### src/rtl/axi_lite_master_bridge.sv
// axi_lite_master_bridge
//   AXI4-lite initiator. Turns a single-beat request/response handshake into one
//   AXI4-lite transaction at a time. Writes present AW and W together; reads present
//   AR and then wait for R. Every output comes straight from a flop.
// Ports
//   ACLK, ARESETn              clock, asynchronous active-low reset
//   req_valid/req_ready        request handshake (req_ready high only while idle)
//   req_wr/addr/wdata/strb/prot request payload, sampled on acceptance
//   rsp_valid/rsp_rdata/rsp_err one-cycle response pulse with read data and error flag
//   AW*/W*/B*/AR*/R*           AXI4-lite master channels
module axi_lite_master_bridge #(
    parameter int unsigned ADDR_WIDTH = 32,
    parameter int unsigned DATA_WIDTH = 32
) (
    input  logic                    ACLK,
    input  logic                    ARESETn,
    input  logic                    req_valid,
    output logic                    req_ready,
    input  logic                    req_wr,
    input  logic [ADDR_WIDTH-1:0]   req_addr,
    input  logic [DATA_WIDTH-1:0]   req_wdata,
    input  logic [DATA_WIDTH/8-1:0] req_strb,
    input  logic [2:0]              req_prot,
    output logic                    rsp_valid,
    output logic [DATA_WIDTH-1:0]   rsp_rdata,
    output logic                    rsp_err,
    output logic                    AWVALID,
    input  logic                    AWREADY,
    output logic [ADDR_WIDTH-1:0]   AWADDR,
    output logic [2:0]              AWPROT,
    output logic                    WVALID,
    input  logic                    WREADY,
    output logic [DATA_WIDTH-1:0]   WDATA,
    output logic [DATA_WIDTH/8-1:0] WSTRB,
    input  logic                    BVALID,
    output logic                    BREADY,
    input  logic [1:0]              BRESP,
    output logic                    ARVALID,
    input  logic                    ARREADY,
    output logic [ADDR_WIDTH-1:0]   ARADDR,
    output logic [2:0]              ARPROT,
    input  logic                    RVALID,
    output logic                    RREADY,
    input  logic [DATA_WIDTH-1:0]   RDATA,
    input  logic [1:0]              RRESP
);

    typedef enum logic [2:0] {StIdle, StWrReq, StWrRsp, StRdReq, StRdRsp} state_e;

    state_e state_q, state_d;

    logic                    aw_done_q, aw_done_d;
    logic                    w_done_q, w_done_d;
    logic                    req_ready_q, req_ready_d;
    logic                    awvalid_q, awvalid_d;
    logic                    wvalid_q, wvalid_d;
    logic                    bready_q, bready_d;
    logic                    arvalid_q, arvalid_d;
    logic                    rready_q, rready_d;
    logic                    rsp_valid_q, rsp_valid_d;
    logic                    rsp_err_q, rsp_err_d;
    logic [DATA_WIDTH-1:0]   rsp_rdata_q, rsp_rdata_d;
    logic [ADDR_WIDTH-1:0]   addr_q;
    logic [2:0]              prot_q;
    logic [DATA_WIDTH-1:0]   wdata_q;
    logic [DATA_WIDTH/8-1:0] strb_q;

    logic accept, aw_hs, w_hs, b_hs, ar_hs, r_hs;

    // req_ready_q gates acceptance so nothing is taken in the first cycle after reset.
    assign accept = (state_q == StIdle) && req_valid && req_ready_q;
    assign aw_hs  = awvalid_q && AWREADY;
    assign w_hs   = wvalid_q && WREADY;
    assign b_hs   = bready_q && BVALID;
    assign ar_hs  = arvalid_q && ARREADY;
    assign r_hs   = rready_q && RVALID;

    // State and output registers
    always_ff @(posedge ACLK or negedge ARESETn) begin
        if (!ARESETn) begin
            state_q     <= StIdle;
            aw_done_q   <= 1'b0;
            w_done_q    <= 1'b0;
            req_ready_q <= 1'b0;
            awvalid_q   <= 1'b0;
            wvalid_q    <= 1'b0;
            bready_q    <= 1'b0;
            arvalid_q   <= 1'b0;
            rready_q    <= 1'b0;
            rsp_valid_q <= 1'b0;
            rsp_err_q   <= 1'b0;
            rsp_rdata_q <= '0;
            addr_q      <= '0;
            prot_q      <= '0;
            wdata_q     <= '0;
            strb_q      <= '0;
        end else begin
            state_q     <= state_d;
            aw_done_q   <= aw_done_d;
            w_done_q    <= w_done_d;
            req_ready_q <= req_ready_d;
            awvalid_q   <= awvalid_d;
            wvalid_q    <= wvalid_d;
            bready_q    <= bready_d;
            arvalid_q   <= arvalid_d;
            rready_q    <= rready_d;
            rsp_valid_q <= rsp_valid_d;
            rsp_err_q   <= rsp_err_d;
            rsp_rdata_q <= rsp_rdata_d;
            if (accept) begin
                addr_q <= req_addr;
                prot_q <= req_prot;
                if (req_wr) begin
                    wdata_q <= req_wdata;
                    strb_q  <= req_strb;
                end
            end
        end
    end

    // Next-state logic
    always_comb begin
        state_d   = state_q;
        aw_done_d = 1'b0;
        w_done_d  = 1'b0;
        unique case (state_q)
            StIdle: begin
                if (accept) state_d = req_wr ? StWrReq : StRdReq;
            end
            StWrReq: begin
                aw_done_d = aw_done_q || aw_hs;
                w_done_d  = w_done_q || w_hs;
                if (aw_done_d && w_done_d) state_d = StWrRsp;
            end
            StWrRsp: if (b_hs) state_d = StIdle;
            StRdReq: if (ar_hs) state_d = StRdRsp;
            StRdRsp: if (r_hs) state_d = StIdle;
            default: state_d = StIdle;
        endcase
    end

    // Next values of the registered outputs, derived from the upcoming state so
    // each VALID drops the cycle after its own handshake.
    always_comb begin
        req_ready_d = (state_d == StIdle);
        awvalid_d   = (state_d == StWrReq) && !aw_done_d;
        wvalid_d    = (state_d == StWrReq) && !w_done_d;
        bready_d    = (state_d == StWrRsp);
        arvalid_d   = (state_d == StRdReq);
        rready_d    = (state_d == StRdRsp);
        rsp_valid_d = 1'b0;
        rsp_err_d   = 1'b0;
        rsp_rdata_d = '0;
        if ((state_q == StWrRsp) && b_hs) begin
            rsp_valid_d = 1'b1;
            rsp_err_d   = |BRESP;
        end else if ((state_q == StRdRsp) && r_hs) begin
            rsp_valid_d = 1'b1;
            rsp_err_d   = |RRESP;
            rsp_rdata_d = RDATA;
        end
    end

    assign req_ready = req_ready_q;
    assign rsp_valid = rsp_valid_q;
    assign rsp_rdata = rsp_rdata_q;
    assign rsp_err   = rsp_err_q;
    assign AWVALID   = awvalid_q;
    assign AWADDR    = addr_q;
    assign AWPROT    = prot_q;
    assign WVALID    = wvalid_q;
    assign WDATA     = wdata_q;
    assign WSTRB     = strb_q;
    assign BREADY    = bready_q;
    assign ARVALID   = arvalid_q;
    assign ARADDR    = addr_q;
    assign ARPROT    = prot_q;
    assign RREADY    = rready_q;

endmodule

### config.mk
export PLATFORM = sky130hd
export DESIGN_NAME = axi_lite_master_bridge
export DESIGN_NICKNAME = d
export VERILOG_FILES = /design/src/rtl/axi_lite_master_bridge.sv
export SDC_FILE = /design/constraint.sdc
export NUM_CORES = 1
export LEC_CHECK = 0
export ABC_AREA = 1
export CORE_ASPECT_RATIO = 2
export CORE_MARGIN = 5
export CORE_UTILIZATION = 38
export CTS_CLUSTER_SIZE = 28
export DETAILED_ROUTE_END_ITERATION = 16
export PLACE_DENSITY = 0.8
export SETUP_SLACK_MARGIN = 0.02
export SLEW_MARGIN = 20
export SYNTH_ARGS = -nofsm -noshare
export SYNTH_HDL_FRONTEND = slang
export SYNTH_SLANG_ARGS = --single-unit
### constraint.sdc
create_clock -name ACLK -period 1.8 [get_ports ACLK]
set_clock_uncertainty 0.05 [all_clocks]
set_input_delay 0.45 -clock ACLK [delete_from_list [all_inputs] [get_ports ACLK]]
set_output_delay 0.45 -clock ACLK [all_outputs]
set_load 0.03 [all_outputs]
### After elaboration in Yosys (flattened, before gate mapping)

Index checks and enable logic that the tools add are counted.

* register bits after elaboration: 116
* input port bits: 116
* output and inout port bits: 146
* logic and storage cells: 60

* eq/ne operators: 8
* multiplexer cells: 15
* reduce and logical (&&, ||, !) cells: 21

Operator list (number)
* $mux W32: 2
* $mux W3: 5
* $pmux W3 S5: 1
* $eq A3 B2 Y1 const B: 4
* $logic_and A1 B1 Y1: 12
* $eq A3 B1 Y1 const B: 2
* $eq A3 B3 Y1 const B: 2
* $logic_not A3 Y1: 2
* $mux W1: 6
* $reduce_or A2 Y1: 2
* $logic_not A1 Y1: 2
* $logic_or A1 B1 Y1: 2
* $mux W2: 1
* $reduce_and A2 Y1: 1

### Logic depth before layout (Yosys ltp)

Gate-level depths: netlist of the first run.

* depth after elaboration: 7
* depth in mapped cells: 8
* mapped depth without buffers: 8

### Least setup slack after synthesis of the first run

Ideal clock, no wire load.

* path kind: register to register
* start: register req_ready_q (netlist: req_ready)
* end: register wdata_q[10] (netlist: WDATA[10])
* setup time: 0.118 ns
* arrival time: 1.181 ns
* data required time: 1.632 ns
* setup slack: 0.451 ns
* cell stages (with the launch flop): 9
* buffers on the path: 1
* clock period less this slack: 1.349 ns
* path through: dfrtp_1 -> nand2_1 -> nor2_1 -> nand2_1 -> inv_2 -> nand2_4 -> buf_2 -> nand2_1 -> nand2_1

* word-level cells in the longest chain between the ends: 2

Ends and longest elaborated chain
* from (decl): line 54 `logic req_ready_q, req_ready_d;`
* from (signal assigned): line 101 `req_ready_q <= req_ready_d;`
* $logic_and A1 B1 Y1: line 71 `assign accept = (state_q == StIdle) && req_valid && req_ready_q;`
* $reduce_and A2 Y1 (no line)
* to (signal assigned): line 114 `wdata_q <= req_wdata;`
* to (decl): line 65 `logic [DATA_WIDTH-1:0] wdata_q;`

No other way between the ends.
A chain may end at the register's enable or synchronous reset.

### Final worst setup path of the first run

* start: register addr_q[21] (netlist: ARADDR[21])
* end: output port ARADDR[21]

RTL lines
* from (decl): line 63 `logic [ADDR_WIDTH-1:0] addr_q;`
* from (signal assigned): line 111 `addr_q <= req_addr;`
* to (decl): line 40 `output logic [ADDR_WIDTH-1:0] ARADDR,`

No word-level cell between the ends.

==> results of run 1 <==
## power by group
part | leakage, nW | internal (mW) | switching (mW)
combinational | 2.55 | 1.80 | 3.80
sequential | 1.51 | 3.43 | 0.514
clock | 0.274 | 2.08 | 1.12
total | 4.33 | 7.31 | 5.44
## per-layer routing
layer | vias up | routed length, microns | track usage
met5 | - | 0 | 0
met4 | 0 | 346 | 0.0808
met3 | 26 | 1340 | 0.0696
met2 | 190 | 7810 | 0.352
met1 | 1951 | 4580 | 0.189
li1 | 1964 | - | -
## flip-flops by register name (all words and copies together), names as in the netlist, 3 cells and up
signal,flops
rsp_rdata,32
WDATA,32
ARPROT,3
ARADDR,32
state_q,3
WSTRB,4
## cells in the final DEF, fill, tap and decap left out, drive strengths merged
cell and n:
a21oi 3, buf 15, bufinv 2, clkbuf 20, clkdlybuf4s50 114, clkinv 5, clkinvlp 2, dfrtp 116
diode 1, dlygate4sd2 146, dlygate4sd3 1, inv 40, nand2 200, nand3 41, nand4 2, nor2 44
o22ai 1
## through the flow
stage	power (mW)	setup TNS [ns]	utilization	hold WS, ns	std cells
CTS	12.9	0	0.632	0.421	899
detailed placement	10.5	-2.46	0.599	0.371	869
floorplan	7.82	0	-	0.104	503
global placement	10.3	-2.44	0.599	0.365	869
global route	13.4	0	0.632	0.441	900
finish	12.8	0	0.632	0.417	900
## cell families after synthesis
logic type,after synthesis,synth area share
simple gates,287,0.251
flops,116,0.630
buf+inv,96,0.113
compound gates,4,0.00544
## area by class of cell
class	count	area share
sequential	116	0.381
timing repair buffer	276	0.345
multi-input combinational	291	0.155
clock buffer	20	0.0600
tap	147	0.0242
inverter	40	0.0197
clock inverter	9	0.0141
antenna	1	0.000329
## final timing paths
| kind | start | end | slack, ns | depth (start not counted) |
|---|---|---|---|---|
| worst min-delay path | WDATA[18]$_DFFE_PN0P_ | WDATA[18]$_DFFE_PN0P_ | 0.42 | 2 |
| min in group asynchronous | ARESETn | WDATA[21]$_DFFE_PN0P_ | 0.51 | 2 |
| worst min register to register | WDATA[18]$_DFFE_PN0P_ | WDATA[18]$_DFFE_PN0P_ | 0.42 | 2 |
| max in group asynchronous | ARESETn | ARADDR[28]$_DFFE_PN0P_ | 0.64 | 3 |
| worst max-delay path | ARADDR[21]$_DFFE_PN0P_ | ARADDR[21] | 0.07 | 1 |
| worst max register to register | state_q[2]$_DFF_PN0_ | WDATA[16]$_DFFE_PN0P_ | 0.29 | 6 |
## what timing repair did
item	in CTS	in global routing
gates resized for setup	146	0
hold buffers	1	0
setup endpoints to repair	146	0
endpoints found under the hold margin	26	0
==> impl_metrics.csv, run 1 <==
group,metric,value,unit
setup_path,start_kind,"flop",
global_routing,grt_antenna_before_repair,1,
global_routing,grt_overflow,0,
yosys,mappedNetlistNets,619,
setup_path,cpLargestDelayFamily,"buffers and inverters",
placement,placement.setup.worst_slack,-0.0941,ns
routing,detail-route-antenna-nets,0,
timing,report.final.slew_viol_count,0,
yosys,synthesis.instances,503,
setup_path,crit_path_max_fanout,3,
clocking,cts.clk_slew.worst_paths,0.05,ns
floorplan,number_of_placement_rows,57,
setup_path,worstSetupEndpointType,"output pin",
yosys,netlist_area,0.00460,sq mm
yosys,synth.yosys.warnings,0,
placement,io_buffer_count,261,
floorplan,floorplan.core_area,0.0121,sq mm
yosys,synth_edf_count,0,
setup_path,critPathMaxStageDelay,0.43,ns
floorplan,die_area,0.0146,sq mm
layout,final_cell_area,0.00761,sq mm
clocking,cts_buffers,17,
clocking,cts.root.buffer_cell,"sky130_fd_sc_hd__clkbuf_16",
routing,detailedRoute.firstIterationViolations,94,
yosys,netlist.area_leader.share,0.630,
yosys,synth_cell_type_count,16,
clocking,cts-htree-levels,4,
timing,final_min_period_over_clock_period,0.960,
timing,grt_setup_unrepaired,"no",
placement,detailed_placement_wirelength_estimate,10900,microns
timing,worst-slew-pin-transition,0.427,ns
yosys,yosys.cell_count.top_type,"sky130_fd_sc_hd__nand2_1",
global_routing,globalRouteTotalUtil,0.193,
timing,final_period_minus_worst_setup_slack,1.73,ns
yosys,yosys-top-cells-count,"sky130_fd_sc_hd__nand2_1 (199), sky130_fd_sc_hd__dfrtp_1 (116), sky130_fd_sc_hd__nor2_1 (42), sky130_fd_sc_hd__nand3_1 (40), sky130_fd_sc_hd__inv_1 (39)",
setup_path,criticalPathCategory,"flop to output pin",
clocking,tritoncts,"done",
timing,max_slew_margin_vs_limit,0.716,
power_and_ir_drop,power-per-cell-area,1670,mW/mm^2
floorplan,design.portCount,262,
floorplan,die_height,166,microns
power_and_ir_drop,worst_vdd_rail_ir_drop,0.993,mV
setup_path,critical_path_buf_inv_count,1,
global_routing,maximum_number_of_pins_on_one_net_before_global_route_repair,41,
timing,max_freq,579,MHz
layout,fill_cells,1062,
routing,wirelength,14100,microns
layout,area_growth,65.4,%
layout,nets,858,
power_and_ir_drop,power.leakage,4.33,nW
global_routing,grt_pass1_vias,4406,
yosys,yosysTopAreaCell,"sky130_fd_sc_hd__dfrtp_1",
floorplan,die_w,87.8,microns
routing,vias,4131,
yosys,ys_dominant_reg_cell,"sky130_fd_sc_hd__dfrtp_1",
run,maxCapViolCount,0,
timing,finalHoldViolCount,0,
min_path,hold_path_class,"flop to flop",
setup_path,timing.critical_path.slowest_stage_cell,"sky130_fd_sc_hd__dlygate4sd2_1",
clocking,post_cts.repair.setup_buffers,0,
clocking,cts.path.max_buffers,2,
run_status,run_status,"complete, no violations",
layout,post_route_cells_drive_above_1_share,0.0652,
routing,firstDrtPassIters,6,
routing,detail_route.vias_per_cell,4.59,
yosys,postSynthRegisterBits,116,
clocking,clock_network_latency_to_the_later_pin_of_the_worst_skew_pair,0.39,ns
placement,dpl_cell_area,0.00722,sq mm
layout,multiInputGateArea,0.00118,sq mm
yosys,postSynth.asyncResetShare,1.00,
yosys,part_of_the_yosys_area_used_for_sequential_elements,0.630,
placement,finalWeightedCongestion,0.837,
setup_path,timing.critical_path.required,1.30,ns
yosys,netlist_top_cells_area,"sky130_fd_sc_hd__dfrtp_1 (63%), sky130_fd_sc_hd__nand2_1 (16%), sky130_fd_sc_hd__buf_4 (5.9%)",
setup_path,worstPathCellList,"dlygate4sd2_1",
timing,final-setup-viol-count,0,
routing,drt_drc_violations_left,0,
floorplan,starting_density_of_the_core,0.382,
clocking,cts_sinks,116,
setup_path,cp_data_arrival_time,1.23,ns
routing,wl_per_cell,15.6,microns
layout,sequential_cell_area,0.00290,sq mm
timing,final.setup.worst_slack,0.0729,ns
global_routing,grt_first_pass_wirelength,21800,microns
yosys,avgSynthCellArea,9.15,sq um
No activity file was read; power rests on OpenSTA's default activity.
==> inputs of run 2 (changes only) <==
==> constraint.sdc (replaced) <==
create_clock -name ACLK -period 1.8 [get_ports ACLK]
set_clock_uncertainty 0.05 [all_clocks]
set_input_delay 0.27 -clock ACLK [delete_from_list [all_inputs] [get_ports ACLK]]
set_output_delay 0.27 -clock ACLK [all_outputs]
set_load 0.03 [all_outputs]
==> impl_metrics.csv, run 2 (synthesis gave the netlist of run 1 again) <==
group,metric,value,unit
run_status,run_status,"complete, no violations",
routing,vias,4091,
setup_path,start_kind,"flop",
layout,final_cell_area,0.00775,sq mm
power_and_ir_drop,seq_power_share,0.303,
layout,final_common_cell,"sky130_fd_sc_hd__nand2_1",
timing,final_min_period_over_clock_period,0.968,
setup_path,startpoint,"rsp_err$_DFF_PN0_",
routing,wl_per_cell,15.7,microns
routing,drt_drc_violations_left,0,
power_and_ir_drop,power.internal,7.58,mW
power_and_ir_drop,worst_vdd_rail_ir_drop,0.958,mV
floorplan,design.portCount,262,
timing,timing.hold.ws,0.313,ns
floorplan,die_height,166,microns
timing,finalHoldViolCount,0,
routing,detailedRoute.firstIterationViolations,137,
run,maxCapViolCount,0,
setup_path,timing.critical_path.slowest_stage_cell,"sky130_fd_sc_hd__clkdlybuf4s50_1",
power_and_ir_drop,power.share.combinational,0.442,
min_path,hold_path_class,"primary input to asynchronous set/reset pin",
global_routing,grt_first_pass_wirelength,21900,microns
global_routing,grt_antenna_before_repair,0,
timing,max_slew_margin_vs_limit,0.719,
layout,post_route_cells_drive_above_1_share,0.0613,
clocking,tritoncts,"done",
placement,placed_cells_incl_taps,866,
global_routing,maximum_number_of_pins_on_one_net_before_global_route_repair,46,
routing,detail-route-antenna-nets,0,
layout,fill_cells,967,
clocking,clock_network_latency_to_the_later_pin_of_the_worst_skew_pair,0.39,ns
layout,final_cells,897,
floorplan,die_w,87.8,microns
layout,diodes,0,
timing,worst-slew-pin-transition,0.421,ns
timing,final.setup.worst_slack,0.0568,ns
global_routing,globalRouteTotalUtil,0.195,
floorplan,starting_density_of_the_core,0.382,
clocking,cts-htree-levels,4,
timing,max_freq,574,MHz
power_and_ir_drop,switching_share,0.418,
setup_path,critPathMaxStageDelay,0.70,ns
layout,layout_common_cells,"sky130_fd_sc_hd__nand2_1 (199), sky130_fd_sc_hd__clkdlybuf4s50_1 (145), sky130_fd_sc_hd__dfrtp_1 (116)",
setup_path,timing.critical_path.required,1.48,ns
placement,dpl_cell_area,0.00716,sq mm
setup_path,criticalPathCategory,"flop to output pin",
timing,final_period_minus_worst_setup_slack,1.74,ns
routing,detail_route.vias_per_cell,4.56,
routing,firstDrtPassIters,4,
floorplan,die_area,0.0146,sq mm
floorplan,number_of_placement_rows,57,
global_routing,grt_pass1_vias,4324,
clocking,cts.clk_slew.worst_paths,0.05,ns
clocking,cts_buffers,17,
setup_path,cp_data_arrival_time,1.42,ns
setup_path,crit_path_max_fanout,1,
setup_path,r2r-start,"state_q[2]$_DFF_PN0_",
power_and_ir_drop,psw,5.45,mW
setup_path,worstPathCellList,"clkdlybuf4s50_1",
placement,placement.setup.worst_slack,-0.00871,ns
layout,nets,855,
layout,area_growth,68.4,%
setup_path,critical_path_buf_inv_count,1,
power_and_ir_drop,power.leakage,4.57,nW
setup_path,cpLargestDelayFamily,"buffers and inverters",
timing,final-setup-viol-count,0,
global_routing,grt_overflow,0,
floorplan,floorplan.core_area,0.0121,sq mm
placement,finalWeightedCongestion,0.802,
timing,report.final.slew_viol_count,0,
power_and_ir_drop,power-per-cell-area,1680,mW/mm^2
routing,wirelength,14100,microns
power_and_ir_drop,clock_power_share,0.255,
setup_path,worstSetupEndpointType,"output pin",
clocking,cts.root.buffer_cell,"sky130_fd_sc_hd__clkbuf_16",
placement,io_buffer_count,261,
clocking,cts.path.max_buffers,2,
placement,detailed_placement_wirelength_estimate,10800,microns
clocking,cts_sinks,116,
==> run 2: cell count changes in the layout (fill, tap and decap cells not counted), sizes merged <==
cell           before  now
buf                15   12
bufinv              2    3
clkdlybuf4s50     114  145
diode               1    0
dlygate4sd2       146   76
dlymetal6s2s        0   39
==> run 2: power groups by stage <==
| stage | clock network (mW) | registers [mW] | logic (mW) |
|---|---|---|---|
| finish | 3.32 | 3.95 | 5.75 |
| global route | 3.52 | 4.07 | 6.12 |
| CTS | 3.40 | 3.98 | 5.88 |
| detailed placement | 0 | 4.04 | 6.38 |
| global placement | 0 | 4.00 | 6.25 |
| floorplan | 0 | 5.48 | 2.34 |
==> run 2: final timing paths <==
path	endpoint	slack (ns)	depth (start not counted)
max	rsp_err	0.06	1
min	ARADDR[15]$_DFFE_PN0P_	0.31	2
max reg2reg	WDATA[16]$_DFFE_PN0P_	0.28	6
min reg2reg	WDATA[12]$_DFFE_PN0P_	0.42	2
max in group asynchronous	aw_done_q$_DFF_PN0_	0.80	3
min in group ACLK	rsp_rdata[13]$_DFF_PN0_	0.34	3
==> run 2: final cells by class <==
cell class                      count  area (sq um)  share of cell area
Multi-Input combinational cell    291          1180               0.152
Inverter                           40           150              0.0194
Sequential cell                   116          2900               0.374
Timing Repair Buffer              273          2760               0.355
Clock buffer                       20           447              0.0576
Clock inverter                     10           134              0.0173
Tap cell                          147           184              0.0237
==> run 2: timing repair <==
action                                 CTS  global route
endpoints found under the hold margin   28             0
pin swaps                                0             0
hold buffers                             1             0
buffers inserted                         0             0
resized for setup                       76            39
setup endpoints to repair               77            40
==> run 2: layer usage <==
metal  part of all wire  wire length, microns  up-vias  global-route usage
met5                  0                     0        -                   0
met4              0.017                   242        0              0.0721
met3              0.089                  1260       16              0.0616
li1                   -                     -     1961                   -
met2               0.55                  7760      181               0.351
met1               0.34                  4810     1933               0.205
==> run 2: stage by stage <==
step	TNS (ns)	utilization	power, mW
after floorplan	0	-	7.82
after global placement	0	0.594	10.3
after detailed placement	-0.0137	0.594	10.4
after CTS	0	0.635	13.3
after global routing	-0.000851	0.643	13.7
final	0	0.643	13.0
